===== src/rtl/term_cursor_ctrl.sv =====
// term_cursor_ctrl: terminal cursor tracking and character-RAM write controller
// with scroll/wrap on overflow and multi-cycle line/screen clear.
module term_cursor_ctrl #(
  parameter int COLS   = 80,
  parameter int ROWS   = 48,
  parameter int DATA_W = 8,
  parameter int ADDR_W = 12,
  parameter int TAB_W  = 8,
  parameter int SCROLL = 1,
  parameter logic [DATA_W-1:0] BLANK = DATA_W'(8'h20),
  localparam int CW = $clog2(COLS),
  localparam int RW = $clog2(ROWS)
) (
  input  logic              clk,
  input  logic              rst,
  input  logic              key_valid,
  input  logic [2:0]        key_op,
  input  logic [DATA_W-1:0] key_code,
  output logic              key_ready,
  output logic              key_drop,
  output logic              busy,
  output logic [CW-1:0]     col,
  output logic [RW-1:0]     row,
  output logic [RW-1:0]     scroll_base,
  output logic              wr_en,
  output logic [ADDR_W-1:0] wr_addr,
  output logic [DATA_W-1:0] wr_data
);
  typedef enum logic [1:0] {IDLE, CLR_LINE, CLR_ALL} state_t;
  state_t state_q, state_d;
  logic [CW-1:0] col_q, col_d;
  logic [RW-1:0] row_q, row_d, base_q, base_d;
  logic [ADDR_W-1:0] cnt_q, cnt_d, line_q, line_d, wr_addr_q, wr_addr_d;
  logic [DATA_W-1:0] wr_data_q, wr_data_d;
  logic wr_en_q, wr_en_d, drop_q, drop_d, nl, last;
  logic [31:0] tab_n;

  // Physical row wraps by compare-and-subtract so non-power-of-2 ROWS work.
  function automatic logic [ADDR_W-1:0] addr_of(input logic [CW-1:0] c, input logic [RW-1:0] r,
                                                input logic [RW-1:0] b);
    logic [RW:0] p;
    p = {1'b0, r} + {1'b0, b};
    if (p >= (RW+1)'(ROWS)) p = p - (RW+1)'(ROWS);
    return ADDR_W'(32'(p) * 32'(COLS) + 32'(c));
  endfunction

  assign tab_n = 32'(col_q) - 32'(col_q) % 32'(TAB_W) + 32'(TAB_W);

  always_comb begin
    state_d   = state_q;
    col_d     = col_q;
    row_d     = row_q;
    base_d    = base_q;
    cnt_d     = cnt_q;
    line_d    = line_q;
    wr_en_d   = 1'b0;
    wr_addr_d = wr_addr_q;
    wr_data_d = wr_data_q;
    drop_d    = key_valid && state_q != IDLE;
    nl        = 1'b0;
    last      = 1'b0;
    case (state_q)
      IDLE: if (key_valid) begin
        case (key_op)
          3'd0: begin
            wr_en_d   = 1'b1;
            wr_data_d = key_code;
            nl        = col_q == CW'(COLS-1);
            col_d     = nl ? '0 : col_q + CW'(1);
          end
          3'd1: begin
            col_d = '0;
            nl    = 1'b1;
          end
          3'd2: begin
            nl    = tab_n >= 32'(COLS);
            col_d = nl ? '0 : CW'(tab_n);
          end
          3'd3: if (col_q != '0) begin
            col_d     = col_q - CW'(1);
            wr_en_d   = 1'b1;
            wr_data_d = BLANK;
          end else if (row_q != '0) begin
            row_d     = row_q - RW'(1);
            col_d     = CW'(COLS-1);
            wr_en_d   = 1'b1;
            wr_data_d = BLANK;
          end
          3'd4: col_d = col_q == CW'(COLS-1) ? col_q : col_q + CW'(1);
          3'd5: col_d = col_q == '0 ? col_q : col_q - CW'(1);
          3'd6: begin
            col_d = '0;
            row_d = '0;
          end
          default: begin
            col_d   = '0;
            row_d   = '0;
            base_d  = '0;
            cnt_d   = '0;
            state_d = CLR_ALL;
          end
        endcase
        // The line scrolled in is the old logical row 0, i.e. physical row base_q.
        if (nl) begin
          if (row_q != RW'(ROWS-1)) row_d = row_q + RW'(1);
          else if (SCROLL != 0) begin
            base_d  = base_q == RW'(ROWS-1) ? '0 : base_q + RW'(1);
            line_d  = addr_of('0, '0, base_q);
            cnt_d   = '0;
            state_d = CLR_LINE;
          end else row_d = '0;
        end
        if (wr_en_d) wr_addr_d = key_op == 3'd0 ? addr_of(col_q, row_q, base_q) : addr_of(col_d, row_d, base_q);
      end
      default: begin
        wr_en_d   = 1'b1;
        wr_data_d = BLANK;
        wr_addr_d = state_q == CLR_LINE ? line_q + cnt_q : cnt_q;
        last      = state_q == CLR_LINE ? cnt_q == ADDR_W'(COLS-1) : cnt_q == ADDR_W'(COLS*ROWS-1);
        cnt_d     = last ? '0 : cnt_q + ADDR_W'(1);
        state_d   = last ? IDLE : state_q;
      end
    endcase
  end

  always_ff @(posedge clk or posedge rst) begin
    if (rst) begin
      state_q   <= IDLE;
      col_q     <= '0;
      row_q     <= '0;
      base_q    <= '0;
      cnt_q     <= '0;
      line_q    <= '0;
      wr_en_q   <= 1'b0;
      wr_addr_q <= '0;
      wr_data_q <= '0;
      drop_q    <= 1'b0;
    end else begin
      state_q   <= state_d;
      col_q     <= col_d;
      row_q     <= row_d;
      base_q    <= base_d;
      cnt_q     <= cnt_d;
      line_q    <= line_d;
      wr_en_q   <= wr_en_d;
      wr_addr_q <= wr_addr_d;
      wr_data_q <= wr_data_d;
      drop_q    <= drop_d;
    end
  end

  assign key_ready   = state_q == IDLE;
  assign busy        = !key_ready;
  assign key_drop    = drop_q;
  assign col         = col_q;
  assign row         = row_q;
  assign scroll_base = base_q;
  assign wr_en       = wr_en_q;
  assign wr_addr     = wr_addr_q;
  assign wr_data     = wr_data_q;
endmodule


===== config.mk =====
export PLATFORM = sky130hd
export DESIGN_NAME = term_cursor_ctrl
export DESIGN_NICKNAME = d
export VERILOG_FILES = /design/src/rtl/term_cursor_ctrl.sv
export SDC_FILE = /design/constraint.sdc
export NUM_CORES = 1
export LEC_CHECK = 0
export CORE_MARGIN = 1.5
export CORE_UTILIZATION = 40
export DETAILED_ROUTE_END_ITERATION = 6
export PLACE_DENSITY = 0.59
export SLEW_MARGIN = 5
export SYNTH_ARGS = -nofsm -noshare
export SYNTH_HDL_FRONTEND = slang
export SYNTH_SLANG_ARGS = --single-unit

===== constraint.sdc =====
create_clock -name clk -period 7.4 [get_ports clk]
set_clock_uncertainty 0.2 [all_clocks]
set_input_delay 1.48 -clock clk [delete_from_list [all_inputs] [get_ports clk]]
set_output_delay 1.48 -clock clk [all_outputs]
set_load 0.05 [all_outputs]

==> run summary <==
## Layout
• 4280 um^2 — multi-input combinational cell area
• 27.2% — layout overhead on the synthesized area
• 1318 — Filler Cells Inserted
• 68 x buf_4, 63 x ha_1, 63 x dfrtp_1 — commonest non-fill, non-tap cells in the layout
• 1580 um^2 — sequential cell area
• 0.157 — layout cell share with drive strength beyond 1
• 0.522 — core utilization of the finished layout
• buf_4 — most frequent standard cell in the layout excluding fill and tap cells
• 905 — Post-layout nets
• 0 — Antenna Cells

## Timing
• 0 — final hold violation count
• 0 — pins over their slew limit
• 0 ns — Total Negative Setup Slacks
• 0.281 ns — Min Hold Slack
• 0.426 — max_slew headroom
• 7.07 ns — min Tclk post-route
• 0.861 ns — Worst-Margin Slew
• 0.329 ns — setup ws final
• 0 — total setup violations reported at the end of the flow
• 141 MHz — achievable frequency
• 0.956 — Tcrit/Tclk final

## Synth
• 63 — register bit count reported by yosys
• 1.00 — fraction of registers with async set/reset
• 0 — Post-synth EDFFs
• 803 — net count after synthesis
• dfrtp_1 — main flop type after synthesis
• 8.38 um^2 — Post-Synthesis Mean Instance Area
• 715 — Post-Synthesis Cells
• 5990 um^2 — post-synthesis instance area
• 0 — number of warnings issued by yosys
• 75 — post-synth cell types
• 0.263 — sequential cell area fraction in the yosys report

## Routing
• 8170 um — met1 wire length
• 5811 — total via count after detailed routing
• 5.78 — mean number of vias per cell
• 423 — number of DRC violations after detailed-routing iteration 0
• 0 — detailed-route DRC error count
• 17700 um — Routed WL
• 5 — First-pass DRT Iterations
• 8110 um — routed length on met2
• met4 — Top Layer Used
• 17.6 um — WL/cell
• 1040 um — Routed met3 length
• 0 — Antenna Nets Post-Route

## Worst setup path
• 0.49 ns — delay of the slowest cell on the worst path
• primary input — kind of launch point of the worst setup path
• in2reg — type of the setup path with the least slack
• 7.43 ns — required time at the endpoint of the critical path
• col[3] — worst reg2reg startpoint
• clkdlybuf4s50_1 — master of the slowest instance on the critical path
• flop — critical path endpoint category
• wr_addr[11] — Worst R2R End
• 6 — CP Max Fanout
• 7.10 ns — Worst EP arrival
• 28 — length in cells of the worst reg-to-reg path
• ha_1 — most frequent CP cell
• key_op[2] — worst setup path start
• wr_addr[11] — crit path capture
• 0.37 ns — setup slack on the worst flop-to-flop path

## GRT
• 0.229 — All-Layer GR Usage
• 5781 — via count of the first global-routing pass
• 0 — remaining global-route overflow
• 29100 um — first-pass GRT wire length
• 0 — initial antenna violation count
• 64 — largest net degree at the start of global routing

## Pwr
• 156 uV — VDD IR-drop max
• 3.48 nW — leakage component of the power
• 358 nW/um^2 — pwr dens

## Die
• 15700 um^2 — Die Area
• 125 um — Die Y-Extent
• 57 — total I/O pin count
• 125 um — floorplan die width
• 44 — number of rows in the core area
• 14600 um^2 — core region area
• 0.411 — initial core utilization

## Placed design
• 13300 um — DP HPWL
• -0.625 ns — Setup Slack @ Placement
• 0.918 — placer congestion estimate
• 56 — number of port buffers

## Run status
• finished clean — run status

## Clock tree
• 63 — number of clock sinks
• 2 — maximum count of clock buffers along a single path
• 9 — number of CTS-inserted buffers
• clkbuf_16 — Clock Tree Root
• 0.35 ns — insertion delay of the later-clocked pin in the worst-skew pair
• 3 — number of H-tree levels
• 0.06 ns — clock edge transition at the registers on the reported setup and hold paths
• done — clock tree from TritonCTS

## Min path
• 2 — Min-Delay Path Depth
• reg2reg — worst min path class

## Run
• 0 — number of violations of the max-capacitance limit

-- kinds of logic (layout without fill, tap and decap cells) --
logic type,count (synthesis),in the layout,share of synthesized area
AOI/OAI and AO/OA,213,213,0.233
xor gates and xnor gates,37,37,0.0541
adders and majority gates,74,74,0.165
buffers and inverters,68,175,0.0503
DFF,63,63,0.263
muxes,16,16,0.0288
and+or+nand+nor,244,244,0.207
-- synthesized netlist by cell type, types with 3 or more instances --
master    count  area, um^2
a311oi_1      4        35.0
a21o_1       17         128
nand3_1      22         110
clkbuf_1     21        78.8
nor4b_1       3        26.3
buf_2         7        35.0
and3b_1       3        26.3
mux2i_1       9        90.1
nor4_1        5        31.3
or2_2         3        18.8
a21oi_1      57         285
fa_1          8         160
a211o_1       5        43.8
and2_1        9        56.3
xor2_1       18         158
a22o_1        9        78.8
mux2_2        6        67.6
or3_1         6        37.5
o211ai_1      5        37.5
nor3_1       21         105
nor2b_1      13        81.3
ha_1         66         826
nand2b_1      8        50.1
o32ai_1       3        26.3
o31ai_1      10        75.1
buf_6         4        45.0
dfrtp_1      63        1580
nand2_1      60         225
and3_1        9        56.3
xnor2_1      19         166
o21ai_0      55         275
nor3b_1       5        37.5
a211oi_1      9        67.6
nor2_1       57         214
nand4_1       5        31.3
o21a_1        6        45.0
inv_1        33         124
-- per-layer routing --
| metal | vias to the layer above | global-route usage |
|---|---|---|
| met1 | 2773 | 0.298 |
| met4 | 0 | 0.0816 |
| met5 | - | 0 |
| met2 | 194 | 0.376 |
| met3 | 34 | 0.0484 |
| li1 | 2810 | - |
-- metrics by stage --
stage          instance area [um^2]  total power, mW  std cells
2_1_floorplan                  5990             1.63        715
4_1_cts                        7420             2.65        997
6_report                       7620             2.73       1006
5_1_grt                        7620             2.94       1006
3_3_place_gp                   7060             2.12        981
3_5_place_dp                   7060             2.14        981
-- registers in the layout (all words and copies together), names as in the netlist --
| name | flops |
|---|---|
| row | 6 |
| scroll_base | 6 |
| key_drop | 1 |
| line_q | 8 |
| cnt_q | 12 |
| col | 7 |
| wr_data | 8 |
| wr_en | 1 |
| state_q | 2 |
| wr_addr | 12 |
-- worst min path at each step --
stage | startpoint | to | slack, ns
finish | wr_addr[2] | wr_addr[2] | 0.28
global route | wr_data[2] | wr_data[2] | 0.31
CTS | wr_addr[5] | wr_addr[5] | 0.29
detailed placement | wr_addr[5] | wr_addr[5] | 0.28
global placement | wr_addr[4] | wr_addr[4] | 0.26
floorplan | line_q[10] | line_q[10] | 0.25
-- worst max-delay path, delay by kind of cell --
kind / cells / cell delay, ns
compound gates: 7 / 1.57
fa+ha+maj: 5 / 1.47
simple gates: 9 / 1.46
buf+inv: 3 / 0.76
xor+xnor: 2 / 0.36
-- cell type report --
type                            count  area share
Clock buffer                       10      0.0314
Sequential cell                    63       0.207
Timing Repair Buffer              125       0.142
Tap cell                          184      0.0302
Inverter                           34      0.0167
Clock inverter                      6      0.0121
Multi-Input combinational cell    584       0.561
-- power by group --
part           switching (mW)  leakage, nW  internal (mW)  total [mW]
Combinational            1.00         2.50          0.731        1.73
Clock                   0.174        0.155          0.306       0.479
Sequential              0.108        0.831          0.410       0.518
-- repair_timing --
item | in CTS | in global routing
pin swaps | 1 | 10
setup buffers | 0 | 9
gates resized for setup | 8 | 28
endpoints found under the setup margin | 2 | 4
hold buffers | 0 | 0
endpoints found under the hold margin | 0 | 0
(Power assumes the default switching activity.)
